### config.mk
export PLATFORM = sky130hd
export DESIGN_NAME = fetch_queue
export DESIGN_NICKNAME = d
export VERILOG_FILES = /design/src/rtl/fetch_queue.sv
export SDC_FILE = /design/constraint.sdc
export NUM_CORES = 1
export LEC_CHECK = 0
export ABC_CLOCK_PERIOD_IN_PS = 3250
export CORE_MARGIN = 8
export CORE_UTILIZATION = 50
export CTS_CLUSTER_DIAMETER = 50
export DETAILED_ROUTE_END_ITERATION = 10
export GPL_TIMING_DRIVEN = 1
export PLACE_DENSITY = 0.79
export SETUP_SLACK_MARGIN = 0.5
export SKIP_LAST_GASP = 1
export SLEW_MARGIN = 0
export SYNTH_ARGS = -nofsm -noshare
export SYNTH_HDL_FRONTEND = slang
export SYNTH_SLANG_ARGS = --single-unit
### constraint.sdc
create_clock -name clock -period 3.25 [get_ports clock]
set_input_delay 0.325 -clock clock [delete_from_list [all_inputs] [get_ports clock]]
set_output_delay 0.325 -clock clock [all_outputs]
set_load 0.02 [all_outputs]
### src/rtl/fetch_queue.sv
// swt16 fetch stage: PC-driven program-memory fetch feeding a 2-entry prefetch queue to decode.
// Optional bubble statistics counter is enabled by defining FETCH_BUBBLE_STATS_EN.
module fetch_queue #(
  parameter int PC_WIDTH        = 12,
  parameter int PC_INCREMENT    = 2,
  parameter int PMEM_ADDR_WIDTH = 12,
  parameter int PMEM_WORD_WIDTH = 16,
  parameter int RESET_PC        = 0,
  parameter int STAT_WIDTH      = 16
) (
  input  logic                       clock,
  input  logic                       reset,
  input  logic                       in_set_pc,
  input  logic [PMEM_ADDR_WIDTH-1:0] in_branch_pc,
  input  logic                       in_flush_FE,
  input  logic                       in_stall,
  input  logic [PMEM_WORD_WIDTH-1:0] in_pmem_word,
  output logic [PMEM_ADDR_WIDTH-1:0] out_pmem_addr,
  output logic                       out_pmem_rd,
  output logic [PMEM_WORD_WIDTH-1:0] out_instr,
  output logic [PC_WIDTH-1:0]        out_pc,
  output logic                       out_flush,
  output logic [STAT_WIDTH-1:0]      out_bubble_count
);

  localparam logic [PC_WIDTH-1:0] RST_PC = PC_WIDTH'(RESET_PC);
  localparam logic [PC_WIDTH-1:0] PC_INC = PC_WIDTH'(PC_INCREMENT);

  logic [PC_WIDTH-1:0]        pc_q, pc_d;
  logic                       inflight_v_q, inflight_v_d;
  logic [PC_WIDTH-1:0]        inflight_pc_q, inflight_pc_d;
  logic [1:0]                 count_q, count_d;
  logic [PMEM_WORD_WIDTH-1:0] word0_q, word0_d, word1_q, word1_d;
  logic [PC_WIDTH-1:0]        pc0_q, pc0_d, pc1_q, pc1_d;

  logic                       pop, push, redirect, issue;
  logic [2:0]                 occupancy;
  logic [PC_WIDTH-1:0]        fetch_addr;

  assign out_flush = (count_q == 2'd0);
  assign pop       = !out_flush && !in_stall;
  assign redirect  = in_set_pc || in_flush_FE;
  assign push      = inflight_v_q && !redirect;
  assign occupancy = {1'b0, count_q} + {2'b00, inflight_v_q} - {2'b00, pop};
  assign issue     = redirect ? in_set_pc : (occupancy < 3'd2);

  assign fetch_addr    = in_set_pc ? PC_WIDTH'(in_branch_pc) : pc_q;
  // Reset gates the combinational fetch path so memory sees an idle reset-PC request.
  assign out_pmem_addr = reset ? PMEM_ADDR_WIDTH'(RST_PC) : PMEM_ADDR_WIDTH'(fetch_addr);
  assign out_pmem_rd   = !reset && issue;

  assign out_instr = out_flush ? '0 : word0_q;
  assign out_pc    = out_flush ? '0 : pc0_q;

  always_comb begin
    pc_d          = pc_q;
    inflight_v_d  = issue;
    inflight_pc_d = fetch_addr;
    count_d       = count_q;
    word0_d       = word0_q;
    word1_d       = word1_q;
    pc0_d         = pc0_q;
    pc1_d         = pc1_q;

    if (issue) pc_d = fetch_addr + PC_INC;

    if (redirect) begin
      count_d = 2'd0;
    end else begin
      case ({push, pop})
        2'b01: begin
          word0_d = word1_q;
          pc0_d   = pc1_q;
          count_d = count_q - 2'd1;
        end
        2'b10: begin
          if (count_q == 2'd0) begin
            word0_d = in_pmem_word;
            pc0_d   = inflight_pc_q;
          end else begin
            word1_d = in_pmem_word;
            pc1_d   = inflight_pc_q;
          end
          count_d = count_q + 2'd1;
        end
        2'b11: begin
          if (count_q == 2'd1) begin
            word0_d = in_pmem_word;
            pc0_d   = inflight_pc_q;
          end else begin
            word0_d = word1_q;
            pc0_d   = pc1_q;
            word1_d = in_pmem_word;
            pc1_d   = inflight_pc_q;
          end
        end
        default: ;
      endcase
    end
  end

  always_ff @(posedge clock or posedge reset) begin
    if (reset) begin
      pc_q          <= RST_PC;
      inflight_v_q  <= 1'b0;
      inflight_pc_q <= '0;
      count_q       <= 2'd0;
      word0_q       <= '0;
      word1_q       <= '0;
      pc0_q         <= '0;
      pc1_q         <= '0;
    end else begin
      pc_q          <= pc_d;
      inflight_v_q  <= inflight_v_d;
      inflight_pc_q <= inflight_pc_d;
      count_q       <= count_d;
      word0_q       <= word0_d;
      word1_q       <= word1_d;
      pc0_q         <= pc0_d;
      pc1_q         <= pc1_d;
    end
  end

  // The issue rule reserves a slot for every in-flight word, so a full-queue push is a bug.
  always_ff @(posedge clock) begin
    if (!reset) begin
      assert (!(push && !pop && count_q == 2'd2))
        else $error("fetch_queue overflow");
    end
  end

`ifdef FETCH_BUBBLE_STATS_EN
  logic [STAT_WIDTH-1:0] bubble_q, bubble_d;

  always_comb begin
    bubble_d = bubble_q;
    if (out_flush && (bubble_q != {STAT_WIDTH{1'b1}})) bubble_d = bubble_q + 1'b1;
  end

  always_ff @(posedge clock or posedge reset) begin
    if (reset) bubble_q <= '0;
    else       bubble_q <= bubble_d;
  end

  assign out_bubble_count = bubble_q;
`else
  assign out_bubble_count = '0;
`endif

endmodule

==> load_flow_metrics.sql <==
INSERT INTO impl_metrics (metric_group, metric, value, unit) VALUES
('setup_path', 'r2r_depth', '11', ''),
('cells_and_area', 'drive_above_1_share', '19.7', '%'),
('run_status', 'outcome', 'finished, final reports clean', ''),
('global_routing', 'grt_start_max_net_pins', '83', ''),
('setup_path', 'worst_setup_path_endpoint', 'out_pmem_rd', ''),
('cells_and_area', 'layoutNonFillerInstCount', '551', ''),
('synthesis', 'yosys.cell_types.count', '41', ''),
('setup_path', 'setup.worst_path.start', 'count_q[1]$_DFFE_PP0P_', ''),
('synthesis', 'adder_cell_fraction_of_synth_area', '1.40', '%'),
('clock_network', 'clk_buf_depth', '2', ''),
('sta', 'timing.final.crit_share', '82.0', '%'),
('place', 'place.detailed.instances', '532', ''),
('global_routing', 'first_global_vias', '2850', ''),
('global_routing', 'antenna_violations_before_repair', '0', ''),
('sta', 'achievable-frequency', '0.375', 'GHz'),
('setup_path', 'required_time_at_the_endpoint_of_the_critical_path', '2.92', 'ns'),
('synthesis', 'synth_xor_area_share', '1.28', '%'),
('place', 'hpwlAfterDp', '5.88', 'mm'),
('setup_path', 'timing.critical_path.arrival', '2.34', 'ns'),
('cells_and_area', 'seqCellArea', '2080', 'sq um'),
('sta', 'fin_crit', '2.66', 'ns'),
('synthesis', 'synth_mux_area_share', '18.7', '%'),
('global_routing', 'first_pass_grt_wire_length', '13.9', 'mm'),
('floorplan', 'core_region_area', '8090', 'sq um'),
('sta', 'final-hold-violation-count', '0', ''),
('power_and_ir_drop', 'power.density_cell_area', '700', 'nW/um^2'),
('drt', 'postRouteAntennaNets', '0', ''),
('synthesis', 'synth_top_family_by_area', 'multiplexers', ''),
('synthesis', 'post_synth_and_or_nand_nor_area_fraction', '13.3', '%'),
('run', 'max-cap-violations', '0', ''),
('sta', 'rsz0062_at_grt', 'no', ''),
('sta', 'finalSetupViolCount', '0', ''),
('cells_and_area', 'nFillCells', '671', ''),
('synthesis', 'synth_area_leader_cell', 'dfrtp_1', ''),
('cells_and_area', 'multi_input_comb_area', '1870', 'sq um'),
('synthesis', 'synth-edff-count', '0', ''),
('power_and_ir_drop', 'total_leakage_power', '0.00216', 'uW'),
('power_and_ir_drop', 'intPower', '2400', 'uW'),
('synthesis', 'synth_seq_cells', '83', ''),
('drt', 'drt_pass1_iterations', '4', ''),
('floorplan', 'die_width', '107', 'microns'),
('setup_path', 'endpoint_kind', 'output port', ''),
('floorplan', 'die-area', '11400', 'sq um'),
('setup_path', 'crit_path_start_kind', 'flop', ''),
('worst_hold_path', 'worst_hold_path_type', 'in -> async', ''),
('synthesis', 'yosys_most_used_dff', 'dfrtp_1', ''),
('cells_and_area', 'area.growth.synth_to_final', '24.7', '%'),
('synthesis', 'netlist.area_leader.share', '50.5', '%'),
('global_routing', 'globalRoute.totalOverflow', '0', ''),
('sta', 'worstMarginPinSlew', '0.994', 'ns'),
('synthesis', 'syn_avg_cell_area', '11.2', 'sq um'),
('drt', 'wl_per_cell', '15.3', 'microns'),
('synthesis', 'synth_seq_area_share', '50.5', '%'),
('setup_path', 'worst-path-max-fanout', '4', ''),
('power_and_ir_drop', 'power.share.switching', '33.1', '%'),
('drt', 'route.detailed.vias_per_inst', '5.09', ''),
('synthesis', 'post_synth_instance_area', '4110', 'sq um'),
('power_and_ir_drop', 'switching_power', '1190', 'uW'),
('synthesis', 'top_cells_by_area_synth', 'dfrtp_1 51%, mux2_2 9.6%, mux2i_1 8.3%', ''),
('clock_network', 'postCtsHoldBufs', '0', ''),
('drt', 'total_via_count_after_detailed_routing', '2803', ''),
('clock_network', 'cts_root_buffer', 'clkbuf_8', ''),
('floorplan', 'floorplan.die.height', '107', 'microns'),
('cells_and_area', 'finish.net_count', '479', ''),
('setup_path', 'r2r_start', 'count_q[1]$_DFFE_PP0P_', ''),
('setup_path', 'worst_r2r_endpoint', 'pc_q[2]$_DFFE_PP0P_', ''),
('drt', 'drt_wl_total', '8.41', 'mm'),
('clock_network', 'insertion_delay', '0.34', 'ns'),
('synthesis', 'synth_area_in_compound_gates', '7.73', '%'),
('synthesis', 'post_synth_inst_count', '366', ''),
('synthesis', 'async_sr_flop_fraction', '100', '%');
-- cells in the final DEF, fill, tap and decap left out, types with 2 or more instances in the layout --
master	instances
nand3_1	2
a21oi_1	30
inv_2	2
nor2_1	37
a31oi_1	4
clkinv_2	4
inv_1	8
nor2b_1	28
xnor2_1	4
o21ai_1	3
dfrtp_1	83
nor2_4	2
o31ai_2	5
mux2i_1	34
xnor2_2	2
mux2_2	35
conb_1	16
ha_1	2
buf_4	13
and4_1	4
nand2_1	12
o21ai_0	3
clkinvlp_4	3
clkdlybuf4s50_1	73
and2_1	7
clkbuf_8	10
-- sequential cells by signal, summed over array words and instances (netlist names) --
signal         cells
inflight_pc_q     12
pc0_q             12
pc1_q             12
word1_q           16
pc_q              12
inflight_v_q       1
word0_q           16
count_q            2
-- metrics by stage --
stage | setup WS [ns] | hold slack, ns | utilization, % | area, sq um
final | 0.586 | 0.397 | 63.4 | 5130
after global placement | 0.263 | 0.469 | 60.3 | 4880
after detailed placement | 0.240 | 0.479 | 60.3 | 4880
after CTS | 0.523 | 0.402 | 62.6 | 5070
after global routing | 0.483 | 0.469 | 63.4 | 5130
after floorplan | 0.529 | 0.409 | - | 4170
-- synth_stat cells, types with 6 or more instances --
library cell	n
nor2_1	39
clkbuf_1	8
mux2i_1	34
buf_2	7
buf_4	16
a21oi_1	30
and2_1	7
xnor2_1	6
nor2b_1	28
nand2_1	13
mux2_2	35
dfrtp_1	83
inv_1	10
-- timing repair --
item                                    CTS  global route
endpoints found under the setup margin    2             2
hold endpoints to repair                  0             0
setup buffers                             0             4
resized for setup                        10             6
pin swaps                                 2             5
-- power by group through the flow --
stage | sequential [uW] | combinational (uW) | clock (uW)
2_1_floorplan | 1620 | 914 | 0
3_3_place_gp | 1670 | 1210 | 0
3_5_place_dp | 1690 | 1260 | 0
4_1_cts | 1670 | 1270 | 651
5_1_grt | 1730 | 1400 | 697
6_report | 1670 | 1280 | 640
-- per-layer routing --
metal	GRT usage, %	vias to the layer above	routed length (microns)
met5	0	-	0
met1	19.2	1356	3910
met2	23.2	81	3840
met4	5.83	0	131
met3	4.32	12	537
li1	-	1354	-
-- kinds of logic after synthesis --
| group | Yosys count |
|---|---|
| xor+xnor | 6 |
| other cells | 1 |
| flops | 83 |
| fa+ha+maj | 4 |
| buf+inv | 48 |
| simple gates | 102 |
| compound gates | 51 |
| mux | 71 |
-- critical path, stage by stage (launching register included) --
cell     delay (ns)
dfrtp_1        0.39
inv_1          0.11
ha_4           0.18
nor2_4         0.05
xnor2_2        0.18
nand2_2        0.10
fa_2           0.41
xnor2_2        0.15
a31oi_4        0.20
nor2_1         0.07
buf_4          0.16
-- layout make-up --
cell class	count	area share [%]
multi-input cells	250	36.5
repair buffers	86	16.2
clock inverters	5	0.586
well taps	105	2.56
inverters	12	0.976
clock buffers	10	2.68
flip-flops and latches	83	40.5
-- how the worst min path moves through the flow --
stage,endpoint,slack (ns),cells after the start
CTS,pc_q[0]$_DFFE_PP0P_,0.40,2
floorplan,count_q[1]$_DFFE_PP0P_,0.41,1
detailed placement,pc_q[10]$_DFFE_PP0P_,0.48,2
global placement,pc_q[1]$_DFFE_PP0P_,0.47,2
global route,pc_q[0]$_DFFE_PP0P_,0.47,2
finish,pc_q[0]$_DFFE_PP0P_,0.40,2
Power figures use the tool's default switching activity.
